## config.mk

```make
export PLATFORM = sky130hd
export DESIGN_NAME = full_adder_4bits
export DESIGN_NICKNAME = d
export VERILOG_FILES = /design/src/rtl/full_adder_4bits.sv
export SDC_FILE = /design/constraint.sdc
export NUM_CORES = 1
export LEC_CHECK = 0
export CAP_MARGIN = 40
export CORE_AREA = 2 2 39 41
export CTS_BUF_LIST = sky130_fd_sc_hd__clkbuf_8 sky130_fd_sc_hd__clkbuf_16
export DETAILED_ROUTE_END_ITERATION = 8
export DIE_AREA = 0 0 41 43
export RECOVER_POWER = 25
export SLEW_MARGIN = 5
export SYNTH_ARGS = -nofsm -noshare
export SYNTH_HDL_FRONTEND = slang
export SYNTH_SLANG_ARGS = --single-unit
export TNS_END_PERCENT = 30
```

## constraint.sdc

```tcl
create_clock -name clk -period 4.08 [get_ports clk]
set_input_delay 0.816 -clock clk [delete_from_list [all_inputs] [get_ports clk]]
set_output_delay 0.816 -clock clk [all_outputs]
set_load 0.005 [all_outputs]
```

## src/rtl/full_adder_4bits.sv

```systemverilog
// N-bit ripple-carry adder leaf.
// The combinational sum and carry come straight from a chain of one-bit cells.
// A registered copy of the result is kept alongside it, together with a
// signed-overflow flag and a zero flag.

module full_adder_cell (
  input  logic a,
  input  logic b,
  input  logic ci,
  output logic s,
  output logic co
);

  logic p;

  // Propagate term, shared by the sum and carry equations.
  assign p  = a ^ b;
  assign s  = p ^ ci;
  assign co = (a & b) | (ci & p);

endmodule

module full_adder_4bits #(
  parameter int N = 4
) (
  input  logic         clk,
  input  logic         rst,
  input  logic [N-1:0] a,
  input  logic [N-1:0] b,
  input  logic         cin,
  output logic [N-1:0] s,
  output logic         cout,
  output logic [N-1:0] s_q,
  output logic         cout_q,
  output logic         ovf_q,
  output logic         zero_q
);

  // c[i] is the carry into bit i; c[N] is the carry out of the MSB.
  logic [N:0] c;
  logic       ovf;
  logic       zero;

  assign c[0] = cin;

  for (genvar i = 0; i < N; i++) begin : g_cell
    full_adder_cell u_cell (
      .a  (a[i]),
      .b  (b[i]),
      .ci (c[i]),
      .s  (s[i]),
      .co (c[i+1])
    );
  end

  assign cout = c[N];

  // Two's-complement overflow: the carry into the MSB disagrees with the carry out of it.
  // When N=1 the carry into the MSB is cin itself.
  assign ovf  = c[N] ^ c[N-1];

  // Zero looks only at the N-bit sum; a wrap-around carry still counts as zero.
  assign zero = (s == '0);

  // Capture the result and its flags each cycle; reset clears them immediately.
  always_ff @(posedge clk or posedge rst) begin
    if (rst) begin
      s_q    <= '0;
      cout_q <= 1'b0;
      ovf_q  <= 1'b0;
      zero_q <= 1'b0;
    end else begin
      s_q    <= s;
      cout_q <= cout;
      ovf_q  <= ovf;
      zero_q <= zero;
    end
  end

endmodule

```

### Word-level counts from Yosys, hierarchy flattened

Cells that the tools add are included.

* input port bits: 11
* bits in writable memories: 0
* register bits: 7
* latch bits: 0
* memories kept: 0
* memory bits (read-only): 0
* output and inout bits: 12

* eq/ne operators: 0
* add/subtract/negate cells: 0
* shift-type cells: 0
* div/mod/pow operators: 0
* multiplexer cells: 0
* magnitude comparators: 0
* bitwise gates (word level): 21
* multiply operators: 0
* reductions and logical operators: 1

Operators by type and width (count)
* XOR 1 bit: 9
* bitwise AND 1 bit: 8
* zero test 4 bit: 1
* bitwise OR 1 bit: 4

### Longest topological paths before layout

* word-level depth: 10
* gate-level depth with buffers: 7
* mapped depth without buffers: 6

### Cells and area by module

A second synthesis with hierarchy kept.

* cell total of the unflattened synthesis: 14
* area, all modules: 280.3 µm²

Modules (own cells, without submodules)
* full_adder_4bits: cells each 10, area each 200.2 µm², instances 1
* full_adder_cell: cells each 1, area each 20.0 µm², instances 4

### Worst setup path before layout

No wires, ideal clock.

* path type: input-to-output
* start point: input port a[0]
* end point: output port s[3]
* slack: 598 ps
* data arrival time: 2666 ps
* required time: 3264 ps
* stages on the path: 7
* path buffers: 1
* cells stage by stage: fa_1 -> fa_1 -> fa_1 -> inv_1 -> fa_1 -> inv_1 -> buf_4

* word-level cells in the longest chain between the ends: 8
* elaborated cells between the ends (all ways): 9
* classes of those cells: bitwise (9)

Ends and longest elaborated chain
* start, declared: line 28 `input logic [N-1:0] a,`
* XOR 1 bit: line 17 `assign p = a ^ b;`
* bitwise AND 1 bit: line 19 `assign co = (a & b) | (ci & p);`
* bitwise OR 1 bit (*): line 19
* bitwise AND 1 bit (*): line 19
* bitwise OR 1 bit (*): line 19
* bitwise AND 1 bit (*): line 19
* bitwise OR 1 bit (*): line 19
* XOR 1 bit (*): line 18 `assign s = p ^ ci;`
* end, declared: line 31 `output logic [N-1:0] s,`

Mark *: on every way between the ends. The rest lies on a longest branch, timed or not.

### Worst setup path after layout

Same ends and word-level chain as after synthesis.

==> flow_metrics.py <==
metrics = {
    "timing": {
        "worst_pin_slew_ns": 0.2521,
        "fin_crit_sh": 0.9777,
        "maxSlewViolCount": 0,
        "whs_ns": 0.9605,
        "finalSetupViolCount": 0,
        "rsz0062_at_grt": "false",
        "max_freq_mhz": 250.7,
        "finalHoldViolCount": 0,
        "period_needed_ns": 3.989,
        "setup_ws_ns": 0.09094,
        "slew_headroom": 0.8317,
    },
    "cts": {
        "cts_tree": "built",
        "cts_resized": 4,
        "path_clk_slew_ns": 0.04,
        "cts_root_buf": "clkbuf_8",
        "numCtsBuffers": 3,
        "holdBufCountCts": 0,
        "htree_levels": 1,
        "cts_sinks": 7,
        "clock_path_buffers": 2,
        "post_cts_buffers": 0,
    },
    "routing": {
        "vias_per_cell": 3.646,
        "avgRoutedWirePerCell_um": 9.892,
        "drt_iter0_markers": 1,
        "drc_errors": 0,
        "drt_first_pass_iters": 2,
        "drt_wl_total_um": 643,
        "highest_layer": "met3",
        "ant_nets": 0,
        "drt-met1-wl_um": 223,
        "via_count": 237,
        "wl_met2_um": 325,
        "wl_met3_um": 94,
    },
    "logic_synthesis": {
        "synth_cells": 23,
        "synthTopCellsByCount": "dfrtp_1 (7), inv_1 (6), buf_4 (4), fa_1 (4)",
        "synth_edf_count": 0,
        "synth_top_family_by_area": "adder cells",
        "synth.mux.area_fraction": 0,
        "synth_top_cell_area_share": 0.5283,
        "synth_fa_ha_area_frac": 0.2415,
        "yosys.area_share.simple": 0.04528,
        "ys.flop_type": "dfrtp_1",
        "synth_cell_types": 6,
        "synth_area_um2": 331.6,
        "synth_top_cell_by_area": "dfrtp_1",
        "yosysMostFrequentCell": "dfrtp_1",
        "synth-seq-cells": 7,
        "synth_compound_area_frac": 0,
        "async_flop_share": 1.000,
        "synth_nets": 38,
        "synth.avg_cell_area_um2": 14.42,
        "synth_xor_xnor_area_share": 0.02642,
        "yosysWarnings": 0,
        "synthTopCellsByArea": "dfrtp_1 (53%), fa_1 (24%), buf_4 (9.1%), inv_1 (6.8%), nor4b_2 (4.5%)",
        "ys_seq_area_frac": 0.5283,
    },
    "floorplan": {
        "die_w_um": 41,
        "die_y_um": 43,
        "num_rows": 14,
        "initial_core_util": 0.2396,
        "die-area_um2": 1763,
        "pin_count": 23,
        "core-area_um2": 1384,
    },
    "worst_setup_path": {
        "cp-end-kind": "output port",
        "cp_max_fo": 2,
        "critical_path_class": "input port to output port",
        "arrival_ns": 3.17,
        "crit_path_end": "s[3]",
        "startpoint": "a[0]",
        "worstSetupStartpointType": "input port",
        "critical_path_required_ns": 3.26,
    },
    "status": {
        "status": "finished, final reports clean",
    },
    "hold_path": {
        "hold_class": "input port to asynchronous set/reset pin",
    },
    "global_routing": {
        "grt_first_pass_wirelength_um": 1035,
        "grt_pass1_vias": 289,
        "grt_max_degree": 8,
        "grt_overflow": 0,
        "grt_use_total": 0.08934,
        "antenna_found_initial": 0,
    },
    "placed_design": {
        "gp_routability_congestion": 0.6609,
        "pre_cts_ws_ns": -0.3448,
        "hpwl_um": 595.2,
        "io_buffers": 22,
    },
    "layout": {
        "drive_gt1_frac": 0.2245,
        "layout-area-overhead-vs-synth_pct": 87.92,
        "nNetsFinal": 65,
        "diodes": 0,
    },
    "run": {
        "drv_cap": 0,
    },
    "power": {
        "p_per_area_nw_per_um2": 406.0,
        "max-vdd-ir-drop_uv": 136.0,
        "leakagePower_nw": 0.2800,
    },
}
logic make-up (layout without fill, tap and decap cells):
family,after synthesis,count (layout)
buffers and inverters,10,36
DFF,7,7
adders and majority gates,4,4
xor gates and xnor gates,1,1
and+or+nand+nor,1,1
layout by cell type, fill, tap and decap left out:
cell type	count
buf_4	4
clkbuf_8	3
clkdlybuf4s50_1	20
dfrtp_1	7
dlygate4sd2_1	1
dlygate4sd3_1	1
fa_1	1
fa_2	3
inv_1	7
nor4b_2	1
xnor2_1	1
through the flow:
stage | instances | TNS [ns] | total power, mW | utilization | cell area [um2]
floorplan | 23 | 0 | 0.1156 | - | 331.6
global placement | 61 | -0.2806 | 0.1645 | 0.4132 | 571.8
detailed placement | 61 | -0.3836 | 0.1660 | 0.4132 | 571.8
CTS | 65 | 0 | 0.2580 | 0.4503 | 623.1
global route | 65 | 0 | 0.2674 | 0.4503 | 623.1
finish | 65 | 0 | 0.2530 | 0.4503 | 623.1
how the worst min path moves through the flow:
stage | end | depth (start not counted) | from | slack, ns
final | s_q[3] | 2 | rst | 0.96
after global routing | s_q[3] | 2 | rst | 1.0
after global placement | s_q[2] | 2 | rst | 1.06
after detailed placement | s_q[2] | 2 | rst | 1.05
after floorplan | cout_q | 1 | rst | 0.62
after CTS | s_q[3] | 2 | rst | 0.83
cell type report:
cell class	count	area, um2
clock inverters	1	3.754
repair buffers	26	249.0
fillers	148	760.7
multi-input cells	6	111.4
flip-flops and latches	7	175.2
clock buffers	3	41.29
well taps	16	20.02
inverters	6	22.52
worst max-delay path: stages:
cell	delay, ns
clkdlybuf4s50_1	0.43
fa_2	0.40
fa_2	0.35
fa_2	0.35
inv_1	0.08
fa_1	0.42
inv_1	0.08
dlygate4sd2_1	0.23
flip-flops by register name, summed over array words and instances (netlist names):
| register | count |
|---|---|
| cout_q | 1 |
| ovf_q | 1 |
| s_q | 4 |
| zero_q | 1 |
report_power, final:
group | internal [mW] | switching [mW] | leakage, nW
clock network | 0.0646 | 0.0254 | 0.0269
logic | 0.0543 | 0.0257 | 0.169
registers | 0.0806 | 0.00242 | 0.0836
routing by layer:
layer / track usage / vias to the layer above
li1: - / 112
met4: 0.08000 / 0
met1: 0.07000 / 103
met3: 0.03665 / 0
met5: 0 / -
met2: 0.1500 / 22
Note: power is estimated with default switching activity, not from simulation.
